$ cat config.mk
export PLATFORM = sky130hd
export DESIGN_NAME = bitmask_imm_decode_pipe_flat
export DESIGN_NICKNAME = d
export VERILOG_FILES = /design/src/rtl/bitmask_imm_decode_pipe_if.sv /design/src/rtl/bitmask_imm_decode_pipe.sv /design/src/flat_wrapper.sv
export SDC_FILE = /design/constraint.sdc
export NUM_CORES = 1
export LEC_CHECK = 0
export ABC_AREA = 1
export CAP_MARGIN = 30
export CORE_AREA = 4 4 165 167
export DETAILED_ROUTE_END_ITERATION = 10
export DIE_AREA = 0 0 169 171
export PLACE_DENSITY_LB_ADDON = 0.1
export SLEW_MARGIN = 40
export SYNTH_ARGS = -nofsm -noshare
export SYNTH_HDL_FRONTEND = slang
export SYNTH_SLANG_ARGS = --single-unit
$ cat constraint.sdc
create_clock -name clk -period 7.4 [get_ports clk]
set_input_delay 1.48 -clock clk [delete_from_list [all_inputs] [get_ports clk]]
set_output_delay 1.48 -clock clk [all_outputs]
set_load 0.05 [all_outputs]
$ cat src/rtl/bitmask_imm_decode_pipe_if.sv
// Request/result bundle for the bitmask immediate decoder.
// master drives requests and consumes results; slave is the decoder.
interface bitmask_imm_decode_pipe_if #(
   parameter int DATAW = 64,
   parameter int TAGW  = 5
);
   logic             in_valid;
   logic             in_ready;
   logic             in_n;
   logic [5:0]       in_immr;
   logic [5:0]       in_imms;
   logic             in_sf;
   logic             in_logical;
   logic [TAGW-1:0]  in_tag;
   logic             out_valid;
   logic             out_ready;
   logic [DATAW-1:0] out_wmask;
   logic [DATAW-1:0] out_tmask;
   logic             out_illegal;
   logic [TAGW-1:0]  out_tag;

   modport master (
      output in_valid, in_n, in_immr, in_imms,
      output in_sf, in_logical, in_tag, out_ready,
      input  in_ready, out_valid, out_wmask,
      input  out_tmask, out_illegal, out_tag
   );

   modport slave (
      input  in_valid, in_n, in_immr, in_imms,
      input  in_sf, in_logical, in_tag, out_ready,
      output in_ready, out_valid, out_wmask,
      output out_tmask, out_illegal, out_tag
   );
endinterface

$ cat src/rtl/bitmask_imm_decode_pipe.sv
// Two-stage elastic decoder for A64 N:immr:imms bitmask immediates.
// Stage 1 extracts element size and fields; stage 2 builds wmask/tmask.
module bitmask_imm_decode_pipe #(
   parameter int DATAW = 64,
   parameter int TAGW  = 5
) (
   input logic clk,
   input logic reset,
   input logic flush,
   bitmask_imm_decode_pipe_if.slave bus
);

   logic            s1_valid;
   logic [5:0]      s1_s;
   logic [5:0]      s1_r;
   logic [5:0]      s1_d;
   logic [5:0]      s1_levels;
   logic            s1_ill;
   logic [TAGW-1:0] s1_tag;

   logic             o_valid;
   logic [DATAW-1:0] o_wmask;
   logic [DATAW-1:0] o_tmask;
   logic             o_ill;
   logic [TAGW-1:0]  o_tag;

   logic s2_advance;
   logic accept;

   logic [6:0] key;
   logic [5:0] levels_c;
   logic [5:0] s_c;
   logic [5:0] r_c;
   logic [5:0] d_c;
   logic       sf_c;
   logic       ill_c;

   logic [DATAW-1:0] wm_c;
   logic [DATAW-1:0] tm_c;

   assign s2_advance   = !o_valid || bus.out_ready;
   assign bus.in_ready = !s1_valid || s2_advance;
   assign accept       = bus.in_valid && bus.in_ready;

   assign key  = {bus.in_n, ~bus.in_imms};
   assign sf_c = (DATAW == 64) ? bus.in_sf : 1'b0;

   // Element size from the top set bit of {N,~imms}, then field masking.
   always_comb begin
      levels_c = '0;
      for (int k = 0; k < 7; k++) begin
         if (key[k]) levels_c = 6'((7'd1 << k) - 7'd1);
      end
      s_c   = bus.in_imms & levels_c;
      r_c   = bus.in_immr & levels_c;
      d_c   = (s_c - r_c) & levels_c;
      ill_c = (key == 7'd0)
           || (bus.in_n && !sf_c)
           || ((DATAW == 32) && bus.in_n)
           || (bus.in_logical && (s_c == levels_c));
   end

   // Bit i of the output maps to element bit (i mod esize); the rotated
   // run of S+1 ones covers element bit j when (j+R) mod esize <= S.
   always_comb begin
      wm_c = '0;
      tm_c = '0;
      for (int i = 0; i < DATAW; i++) begin
         logic [5:0] idx;
         logic [5:0] src;
         idx     = 6'(i) & s1_levels;
         src     = (idx + s1_r) & s1_levels;
         wm_c[i] = (src <= s1_s) && !s1_ill;
         tm_c[i] = (idx <= s1_d) && !s1_ill;
      end
   end

   // Stage 1 occupancy: flush kills, otherwise refill whenever it drains.
   always_ff @(posedge clk or posedge reset) begin
      if (reset) begin
         s1_valid <= 1'b0;
      end else if (flush) begin
         s1_valid <= 1'b0;
      end else if (bus.in_ready) begin
         s1_valid <= bus.in_valid;
      end
   end

   // Stage 1 payload captured on accept.
   always_ff @(posedge clk or posedge reset) begin
      if (reset) begin
         s1_s      <= '0;
         s1_r      <= '0;
         s1_d      <= '0;
         s1_levels <= '0;
         s1_ill    <= 1'b0;
         s1_tag    <= '0;
      end else if (accept) begin
         s1_s      <= s_c;
         s1_r      <= r_c;
         s1_d      <= d_c;
         s1_levels <= levels_c;
         s1_ill    <= ill_c;
         s1_tag    <= bus.in_tag;
      end
   end

   // Output occupancy: advances from stage 1 unless stalled or flushed.
   always_ff @(posedge clk or posedge reset) begin
      if (reset) begin
         o_valid <= 1'b0;
      end else if (flush) begin
         o_valid <= 1'b0;
      end else if (s2_advance) begin
         o_valid <= s1_valid;
      end
   end

   // Output payload held stable while the consumer stalls.
   always_ff @(posedge clk or posedge reset) begin
      if (reset) begin
         o_wmask <= '0;
         o_tmask <= '0;
         o_ill   <= 1'b0;
         o_tag   <= '0;
      end else if (s2_advance && s1_valid) begin
         o_wmask <= wm_c;
         o_tmask <= tm_c;
         o_ill   <= s1_ill;
         o_tag   <= s1_tag;
      end
   end

   assign bus.out_valid   = o_valid;
   assign bus.out_wmask   = o_wmask;
   assign bus.out_tmask   = o_tmask;
   assign bus.out_illegal = o_ill;
   assign bus.out_tag     = o_tag;

endmodule

$ cat src/flat_wrapper.sv
// flat-port wrapper written by rule: the top's interface ports become plain ports
module bitmask_imm_decode_pipe_flat 
#(
   parameter int DATAW = 64,
   parameter int TAGW  = 5
)
  (clk, reset, flush, bus_in_valid, bus_in_n, bus_in_immr, bus_in_imms, bus_in_sf, bus_in_logical, bus_in_tag, bus_out_ready, bus_in_ready, bus_out_valid, bus_out_wmask, bus_out_tmask, bus_out_illegal, bus_out_tag);
  bitmask_imm_decode_pipe_if #(.DATAW(DATAW), .TAGW(TAGW)) bus_i ();
  input logic clk;
  input logic reset;
  input logic flush;
  input wire logic [$bits(bus_i.in_valid)-1:0] bus_in_valid;
  input wire logic [$bits(bus_i.in_n)-1:0] bus_in_n;
  input wire logic [$bits(bus_i.in_immr)-1:0] bus_in_immr;
  input wire logic [$bits(bus_i.in_imms)-1:0] bus_in_imms;
  input wire logic [$bits(bus_i.in_sf)-1:0] bus_in_sf;
  input wire logic [$bits(bus_i.in_logical)-1:0] bus_in_logical;
  input wire logic [$bits(bus_i.in_tag)-1:0] bus_in_tag;
  input wire logic [$bits(bus_i.out_ready)-1:0] bus_out_ready;
  output wire logic [$bits(bus_i.in_ready)-1:0] bus_in_ready;
  output wire logic [$bits(bus_i.out_valid)-1:0] bus_out_valid;
  output wire logic [$bits(bus_i.out_wmask)-1:0] bus_out_wmask;
  output wire logic [$bits(bus_i.out_tmask)-1:0] bus_out_tmask;
  output wire logic [$bits(bus_i.out_illegal)-1:0] bus_out_illegal;
  output wire logic [$bits(bus_i.out_tag)-1:0] bus_out_tag;
  assign bus_i.in_valid = bus_in_valid;
  assign bus_i.in_n = bus_in_n;
  assign bus_i.in_immr = bus_in_immr;
  assign bus_i.in_imms = bus_in_imms;
  assign bus_i.in_sf = bus_in_sf;
  assign bus_i.in_logical = bus_in_logical;
  assign bus_i.in_tag = bus_in_tag;
  assign bus_i.out_ready = bus_out_ready;
  assign bus_in_ready = bus_i.in_ready;
  assign bus_out_valid = bus_i.out_valid;
  assign bus_out_wmask = bus_i.out_wmask;
  assign bus_out_tmask = bus_i.out_tmask;
  assign bus_out_illegal = bus_i.out_illegal;
  assign bus_out_tag = bus_i.out_tag;
  bitmask_imm_decode_pipe #(.DATAW(DATAW), .TAGW(TAGW)) u_core (.clk(clk), .reset(reset), .flush(flush), .bus(bus_i));
endmodule
==> flow_metrics.tcl, run 1 <==
set metrics [dict create \
    synth_top_area_cell "dfrtp_1" \
    seq_area_frac_synth_pct 29.9 \
    synthCells 2123 \
    die_x_um 169 \
    crit_family "buffers and inverters" \
    post_cts_buffers 0 \
    cts-resized-gates 0 \
    cp-startpoint "bus_out_ready" \
    clock_skew_ns 0.0211 \
    design_area_um2 16400 \
    area_growth_syn_to_layout_pct 17.7 \
    hp-start "u_core.bus.out_wmask[42]" \
    yosys.area.top_type_share_pct 29.9 \
    antenna_found_initial 0 \
    ys_top_cells_by_count "nand2_1, inv_1, o21ai_0" \
    power_density_nw_per_um2 305 \
    ios 161 \
    grt.total_usage_pct 31.2 \
    clockPowerShare_pct 18.8 \
    finalSetupTns_ns 0 \
    status "finished, final reports clean" \
    leakagePower_uw 0.00882 \
    setup_viol 0 \
    n_fill_cell 2442 \
    arrival_ns 2.89 \
    syn-num-nets 2302 \
    grt_overflow_total 0 \
    fin_crit_ns 4.37 \
    p_sw_uw 2570 \
    drt-wirelength-per-cell_um 17.4 \
    path_class "in2out" \
    timing.rr.end "u_core.bus.out_wmask[26]" \
    drc_errors 0 \
    crit_chain "clkdlybuf4s50_1, inv_1, nand3_1, clkdlybuf4s50_1" \
    portBuffers 160 \
    cp-start-kind "primary input" \
    synth_area_per_cell_um2 6.55 \
    die-area_um2 28900 \
    fin_nets 2422 \
    die_h_um 171 \
    intPower_uw 2420 \
    grt_max_degree 105 \
    drt_iter0_markers 1509 \
    tightest_slew_ns 0.854 \
    p_comb_share_pct 55.8 \
    yosys_warnings 0 \
    initial_core_util_pct 54.0 \
    num_rows 59 \
    firstDrtPassIters 5 \
    hold_buffers 0 \
    synth.area.top_cells "dfrtp_1, nand2_1, ha_1, o21ai_0, a21oi_1" \
    syn_area_um2 13900 \
    via_per_inst 5.59 \
    sw_frac_of_total_pct 51.5 \
    coreArea_um2 25800 \
    routed_wl_um 45000 \
    critical_path.max_fanout 3 \
    vdd_drop_max_mv 0.200 \
    cp.depth 4 \
    synth_edf_count 0 \
    ff_latch_area_um2 4160 \
    yosysUniqueCellTypes 36 \
    crit_top_cell "clkdlybuf4s50_1" \
    multi_input_area_um2 8600 \
    cp-end-kind "primary output" \
    slew_headroom_pct 43.0 \
    routabilityCongestion 0.975 \
    required_ns 5.92 \
    grt_pass1_vias 13779 \
    grt_pass1_wl_um 72600 \
    endpoint "bus_in_ready" \
    r2r_setup_slack_ns 3.67 \
    slowest_delay_ns 0.82 \
    antennaDiodeCount 0 \
    cts_tree "built" \
    async_reset_ff_share_pct 100 \
    maxCapViolations 0 \
    clock.fmax_mhz 229 \
    drive_above_1_share_pct 3.15 \
    numCtsBuffers 17 \
    clkSinkCount 166 \
    hold_class "reg2reg" \
    crit_buf_inv 3 \
    rr_startpoint "u_core.s1_r[3]" \
    cts_max_path_buffers 2 \
    clock_insertion_delay_worst_skew_ns 0.45 \
    drv_slew 0 \
    pwr-share-seq_pct 25.4 \
    reg2reg_depth 15 \
    place_area_um2 15700 \
    rsz0062_at_grt "no" \
    ant_nets 0 \
    vias 14496 \
    post-dp-hpwl_um 33300 \
    cts_root_buf "clkbuf_16" \
    cts.htree.levels 4 \
    report.final.hold_viol_count 0 \
    synth_ff_type "dfrtp_1" \
    clkTransAtPathRegs_ns 0.07 \
    synth_seq_cells 166 \
    synth_most_common_cell "nand2_1" \
    fin_crit_sh_pct 59.0 \
    cp_slowest_cell "clkdlybuf4s50_1" \
]
==> routing by layer <==
metal  vias to the layer above  part of all wire [%]  GRT usage (%)  wire length, um
li1                       7148                     -              -                -
met1                      6686                    46           46.3            20900
met2                       601                    43           46.9            19200
met3                        61                   8.9           5.75             3980
met4                         0                   1.9           8.19              866
met5                         -                     0              0                0
==> cell families after synthesis <==
group                    Yosys count  synth area share [%]
buffers and inverters            296                  8.46
AO/OA/AOI/OAI                    436                  17.0
AND/OR/NAND/NOR                 1067                  30.3
adder cells (fa/ha/maj)          154                  14.1
XOR/XNOR                           4                 0.252
flip-flops                       166                  29.9
==> power by group through the flow <==
| stage | Combinational [uW] | Sequential, uW | Clock [uW] |
|---|---|---|---|
| global placement | 2700 | 1280 | 0 |
| floorplan | 1250 | 1900 | 0 |
| detailed placement | 2750 | 1280 | 0 |
| finish | 2780 | 1270 | 940 |
| CTS | 2760 | 1270 | 950 |
| global route | 3050 | 1290 | 983 |
==> final cells by class <==
| class | count | share of cell area (%) |
|---|---|---|
| multi-input combinational | 1661 | 52.5 |
| sequential | 166 | 25.4 |
| timing repair buffer | 173 | 10.6 |
| inverter | 224 | 5.18 |
| clock buffer | 17 | 2.60 |
| tap | 335 | 2.56 |
| clock inverter | 15 | 1.12 |
==> worst reg2reg max path: stages (launching register included) <==
cell and delay (ns):
dfrtp_1 0.88, inv_2 0.23, ha_1 0.52, inv_1 0.23
nand2_1 0.13, o21ai_0 0.61, o21ai_0 0.17, a21oi_1 0.17
ha_1 0.26, nand2_1 0.06, inv_1 0.05, nand3_1 0.07
nand3_1 0.07, nand2_1 0.06, nand2_1 0.05, nand2_1 0.08
==> state kept, by name (all words and copies together) (netlist names) <==
name                    flops
u_core.s1_ill               1
u_core.s1_valid             1
u_core.bus.out_tag          5
u_core.s1_r                 6
u_core.bus.out_tmask       64
u_core.bus.out_illegal      1
u_core.s1_levels            6
u_core.s1_s                 6
u_core.s1_d                 6
u_core.bus.out_wmask       64
u_core.bus.out_valid        1
u_core.s1_tag               5
==> cell usage in the layout (no fill, tap or decap), types with 15 or more instances in the layout <==
| cell type | instances |
|---|---|
| nand2_1 | 816 |
| inv_1 | 215 |
| o21ai_0 | 180 |
| a21oi_1 | 174 |
| dfrtp_1 | 165 |
| clkdlybuf4s50_1 | 160 |
| ha_1 | 149 |
| nand3_1 | 131 |
| nor2_1 | 104 |
| clkbuf_16 | 17 |
| a21o_1 | 15 |
| o22ai_1 | 15 |
==> worst min path at each step <==
stage,to,slack [ns],cells past startpoint
2_1_floorplan,u_core.bus.out_tag[0],0.44,2
3_3_place_gp,u_core.bus.out_wmask[19],0.46,2
3_5_place_dp,u_core.bus.out_wmask[42],0.46,2
4_1_cts,u_core.bus.out_tag[4],0.48,2
5_1_grt,u_core.bus.out_tmask[23],0.50,2
6_report,u_core.bus.out_wmask[42],0.48,2
==> stage by stage <==
step                hold slack (ns)  instances  total power (uW)  setup WS [ns]  util (%)
global placement              0.460       2557              3980           3.02      60.9
global route                  0.500       2591              5320           3.00      63.5
detailed placement            0.465       2557              4030           3.04      61.0
floorplan                     0.442       2123              3150           1.43         -
finish                        0.477       2591              4990           3.03      63.5
CTS                           0.483       2589              4970           3.03      63.3
(Power assumes the default switching activity.)
==> inputs of run 2 (changes only) <==
Settings changed: CORE_AREA 4 4 165 167 to 4 4 169 171, DIE_AREA 0 0 169 171 to 0 0 173 175.
Clock period 7.4 ns to 3.95 ns, I/O delays scaled along.
==> run 2 against run 1 <==
Effect of this change: wire length increased by 3.0%; flip-flop and latch count is the same; first-iteration DRC count about the same; die area increased by 4.8%; largest power group unchanged; highest routed layer is now met5.
==> flow_metrics.tcl, run 2 (synthesis gave the netlist of run 1 again) <==
set metrics [dict create \
    routabilityCongestion 1.02 \
    tightest_slew_ns 0.850 \
    cts_tree "built" \
    grt_max_degree 113 \
    cp-start-kind "register" \
    hold_buffers 0 \
    fin_nets 2444 \
    drive_above_1_share_pct 3.95 \
    p_sw_uw 4840 \
    arrival_ns 3.51 \
    routed_wl_um 46400 \
    num_rows 60 \
    highest_layer "met5" \
    via_per_inst 5.58 \
    coreArea_um2 26900 \
    firstDrtPassIters 6 \
    intPower_uw 4640 \
    power_density_nw_per_um2 572 \
    vias 14626 \
    clockPowerShare_pct 19.2 \
    crit_buf_inv 2 \
    wl_met1_um 21700 \
    cp-end-kind "register" \
    maxCapViolations 0 \
    ant_nets 0 \
    drt_iter0_markers 1508 \
    portBuffers 160 \
    clock.fmax_mhz 316 \
    pwr-share-seq_pct 24.5 \
    numCtsBuffers 17 \
    cts_max_path_buffers 2 \
    die_h_um 175 \
    die-area_um2 30300 \
    grt.total_usage_pct 30.1 \
    final_cell_mix "nand2_1, inv_1, o21ai_0" \
    cts-resized-gates 0 \
    status "finished, final reports clean" \
    required_ns 4.29 \
    path_class "reg2reg" \
    antenna_found_initial 0 \
    antennaDiodeCount 0 \
    crit_family "simple AND/OR/NAND/NOR gates" \
    fin_crit_ns 3.17 \
    hold_class "reg2reg" \
    finalSetupTns_ns 0 \
    met2_length_um 19500 \
    initial_core_util_pct 51.8 \
    sw_frac_of_total_pct 51.1 \
    cts_root_buf "clkbuf_16" \
    cp_slowest_cell "dfrtp_1" \
    leakagePower_uw 0.00893 \
    pre_cts_ws_ns 0.738 \
    setup_viol 0 \
    crit_chain "ha_1, nor2_1, nand2_1, nand2_2, nand2_1, nor2_1, inv_1, o21ai_0, nor2_1, ha_1, nand2_1, inv_1, nand3_1, nand3_1, nand2_1, nand2_1, nand2_1" \
    rsz0062_at_grt "no" \
    final_common_cell "nand2_1" \
    fin_crit_sh_pct 80.2 \
    fin_hold_ws_ns 0.479 \
    cts.htree.levels 4 \
    p_comb_share_pct 56.2 \
    grt_pass1_vias 13721 \
    drc_errors 0 \
    vdd_drop_max_mv 0.264 \
    post_cts_buffers 0 \
    setup_slack_ns 0.781 \
    wl_met3_um 4100 \
    report.final.hold_viol_count 0 \
    clock_insertion_delay_worst_skew_ns 0.45 \
    slowest_delay_ns 0.73 \
    grt_pass1_wl_um 74000 \
    clkTransAtPathRegs_ns 0.08 \
    die_x_um 173 \
    clock_skew_ns 0.0189 \
    grt_overflow_total 0 \
    crit_top_cell "nand2_1" \
    drv_slew 0 \
    clkSinkCount 166 \
    ios 161 \
    critical_path.max_fanout 12 \
    post-dp-hpwl_um 35000 \
    area_growth_syn_to_layout_pct 19.2 \
    slew_headroom_pct 43.0 \
    drt-wirelength-per-cell_um 17.7 \
]
-- run 2: cell types whose count changed in the layout (fill, tap and decap cells not counted), sizes merged --
| cell | before | now |
|---|---|---|
| bufinv | 0 | 1 |
| clkinvlp | 0 | 3 |
| inv | 229 | 228 |
| buf | 12 | 35 |
| clkbuf | 18 | 17 |
| clkinv | 10 | 7 |
-- run 2: worst paths after layout --
path | startpoint | to | slack, ns | depth (start not counted)
worst max-delay path | u_core.s1_levels[2] | u_core.bus.out_wmask[7] | 0.78 | 17
worst min-delay path | u_core.bus.out_tmask[27] | u_core.bus.out_tmask[27] | 0.48 | 2
worst max register to register | u_core.s1_levels[2] | u_core.bus.out_wmask[7] | 0.78 | 17
worst min register to register | u_core.bus.out_tmask[27] | u_core.bus.out_tmask[27] | 0.48 | 2
max in group asynchronous | reset | u_core.bus.out_tag[4] | 2.42 | 4
min in group asynchronous | reset | u_core.bus.out_tmask[25] | 0.69 | 2
-- run 2: metal layers --
metal  vias to the layer above  global-route usage, %
met1                      6751                   44.2
li1                       7184                      -
met3                        78                   6.95
met2                       611                   44.9
met4                         2                   7.48
met5                         -                   2.40
-- run 2: per-stage QoR --
step / instance area (um2) / cells / power [uW] / util [%]
finish: 16600 / 2619 / 9480 / 61.7
global route: 16600 / 2619 / 10100 / 61.7
CTS: 16600 / 2619 / 9460 / 61.7
detailed placement: 16000 / 2587 / 7610 / 59.4
global placement: 15900 / 2586 / 7510 / 59.3
floorplan: 13900 / 2123 / 5900 / -
-- run 2: cell type report --
type                       instances  area, um2
fill                            2562      10300
multi-input combinational       1661       8590
sequential                       166       4150
timing repair buffer             195       1930
inverter                         224        847
tap                              341        427
clock buffer                      17        425
clock inverter                    15        200
-- run 2: power by group through the flow --
stage	Sequential, uW	Combinational, uW	Clock, uW
floorplan	3560	2340	0
global placement	2350	5160	0
detailed placement	2360	5250	0
CTS	2330	5270	1850
global route	2370	5810	1920
finish	2330	5330	1820
-- run 2: worst min-delay path: cells and delay by family, from the launching register on --
kind | cells | cell delay [ns]
and+or+nand+nor | 2 | 0.10
DFF | 1 | 0.35
==> inputs of run 3 (changes only) <==
Settings changed: CORE_AREA 4 4 169 171 to 4 4 165 167, DIE_AREA 0 0 173 175 to 0 0 169 171.
Clock period 3.95 ns to 3 ns, I/O delays scaled along.
==> run 3 against run 2 <==
Effect of this change: hold slack got worse by 0.037 ns; total power increased by 31%; largest cell class unchanged; final area increased by 0.88%; critical path type unchanged.
==> flow_metrics.tcl, run 3 (synthesis gave the netlist of run 1 again) <==
set metrics [dict create \
    die_h_um 171 \
    p_sw_uw 6310 \
    final_util_pct 64.9 \
    cts.htree.levels 4 \
    critical_path.max_fanout 8 \
    hold_buffers 0 \
    routabilityCongestion 0.988 \
    post-dp-hpwl_um 34300 \
    maxCapViolations 0 \
    tightest_slew_ns 0.822 \
    area_growth_syn_to_layout_pct 20.3 \
    r2r_setup_slack_ns 0.26 \
    sw_frac_of_total_pct 51.0 \
    intPower_uw 6070 \
    vdd_drop_max_mv 0.484 \
    clock.fmax_mhz 364 \
    antenna_found_initial 0 \
    die-area_um2 28900 \
    num_rows 59 \
    slew_headroom_pct 45.1 \
    pwr-share-seq_pct 25.1 \
    clock_insertion_delay_worst_skew_ns 0.45 \
    reg2reg_depth 16 \
    timing.rr.end "u_core.bus.out_wmask[63]" \
    total_power_uw 12400 \
    clockPowerShare_pct 18.3 \
    required_ns 3.33 \
    cts-resized-gates 0 \
    drc_errors 0 \
    final_common_cell "nand2_1" \
    grt_pass1_vias 13668 \
    fin_nets 2471 \
    leakagePower_uw 0.00904 \
    cts_max_path_buffers 2 \
    fin_crit_ns 2.74 \
    p_comb_share_pct 56.7 \
    drv_slew 0 \
    cp-start-kind "register" \
    cp-end-kind "register" \
    grt_max_degree 137 \
    ant_nets 0 \
    ff_latch_area_um2 4160 \
    drive_above_1_share_pct 5.16 \
    setup_viol 0 \
    vias 14693 \
    status "finished, final reports clean" \
    cp-startpoint "u_core.s1_r[2]" \
    via_per_inst 5.57 \
    post_cts_buffers 0 \
    routed_wl_um 45900 \
    cts_tree "built" \
    firstDrtPassIters 5 \
    drt_iter0_markers 1444 \
    hold_class "in2async" \
    path_class "reg2reg" \
    report.final.hold_viol_count 0 \
    n_fill_cell 2398 \
    clkTransAtPathRegs_ns 0.08 \
    final_cell_mix "nand2_1, inv_1, o21ai_0" \
    fin_crit_sh_pct 91.5 \
    rsz0062_at_grt "no" \
    arrival_ns 3.08 \
    grt_pass1_wl_um 73400 \
    coreArea_um2 25800 \
    rr_startpoint "u_core.s1_r[2]" \
    clkSinkCount 166 \
    multi_input_area_um2 8600 \
    grt_overflow_total 0 \
    finalSetupTns_ns 0 \
    portBuffers 160 \
    ios 161 \
    grt.total_usage_pct 31.8 \
    die_x_um 169 \
    antennaDiodeCount 0 \
    cts_root_buf "clkbuf_16" \
    initial_core_util_pct 54.0 \
    numCtsBuffers 17 \
    drt-wirelength-per-cell_um 17.4 \
    power_density_nw_per_um2 740 \
    clock_skew_ns 0.0158 \
]
==> run 3: cell count changes in the layout (fill, tap and decap cells not counted), moves of 2 or more <==
| cell | delta |
|---|---|
| buf_4 | +28 |
| inv_6 | +3 |
| dfrtp_2 | +2 |
| dfrtp_1 | -2 |
| inv_8 | -2 |
| inv_1 | +2 |
==> run 3: cell type report <==
type | count | share of cell area, %
clock buffers | 18 | 2.63
inverters | 224 | 5.05
repair buffers | 222 | 12.7
flip-flops and latches | 166 | 24.8
multi-input cells | 1661 | 51.4
clock inverters | 14 | 0.898
well taps | 335 | 2.51
==> run 3: power by group through the flow <==
stage / combinational, uW / sequential [uW] / clock [uW]
finish: 7020 / 3100 / 2260
global route: 7640 / 3170 / 2380
CTS: 6940 / 3100 / 2280
detailed placement: 6910 / 3130 / 0
global placement: 6790 / 3120 / 0
floorplan: 3090 / 4690 / 0
==> run 3: metrics by stage <==
stage | cells | instance area (um2) | setup slack [ns] | hold slack (ns)
after floorplan | 2123 | 13900 | 0.287 | 0.442
after global placement | 2608 | 16100 | 0.214 | 0.453
after detailed placement | 2608 | 16100 | 0.166 | 0.456
after CTS | 2640 | 16700 | 0.200 | 0.444
after global routing | 2640 | 16700 | 0.0385 | 0.457
final | 2640 | 16700 | 0.256 | 0.442
==> run 3: layer usage <==
metal	GRT usage, %	up-vias	wire, um
li1	-	7245	-
met1	47.8	6815	21800
met2	47.9	577	19400
met3	5.98	56	4020
met4	6.79	0	664
met5	0	-	0
==> run 3: how the worst max path moves through the flow <==
stage,end,slack (ns),cells past startpoint
6_report,u_core.bus.out_wmask[63],0.26,16
5_1_grt,u_core.bus.out_wmask[11],0.04,16
4_1_cts,u_core.bus.out_wmask[63],0.20,16
3_5_place_dp,u_core.s1_d[4],0.17,14
3_3_place_gp,u_core.s1_d[4],0.21,14
2_1_floorplan,u_core.bus.out_illegal,0.29,1
==> run 3: worst max-delay path, cell delays in order, from the launching register on <==
cell     delay [ns]
dfrtp_2        0.48
buf_4          0.18
fa_2           0.42
inv_1          0.14
nand2_2        0.11
nand2_1        0.07
nand2_1        0.08
o21ai_0        0.16
a21oi_1        0.07
ha_1           0.30
nand2_1        0.05
inv_1          0.08
nand3_1        0.08
nand3_1        0.08
nand2_1        0.15
nand2_1        0.12
nand2_1        0.06
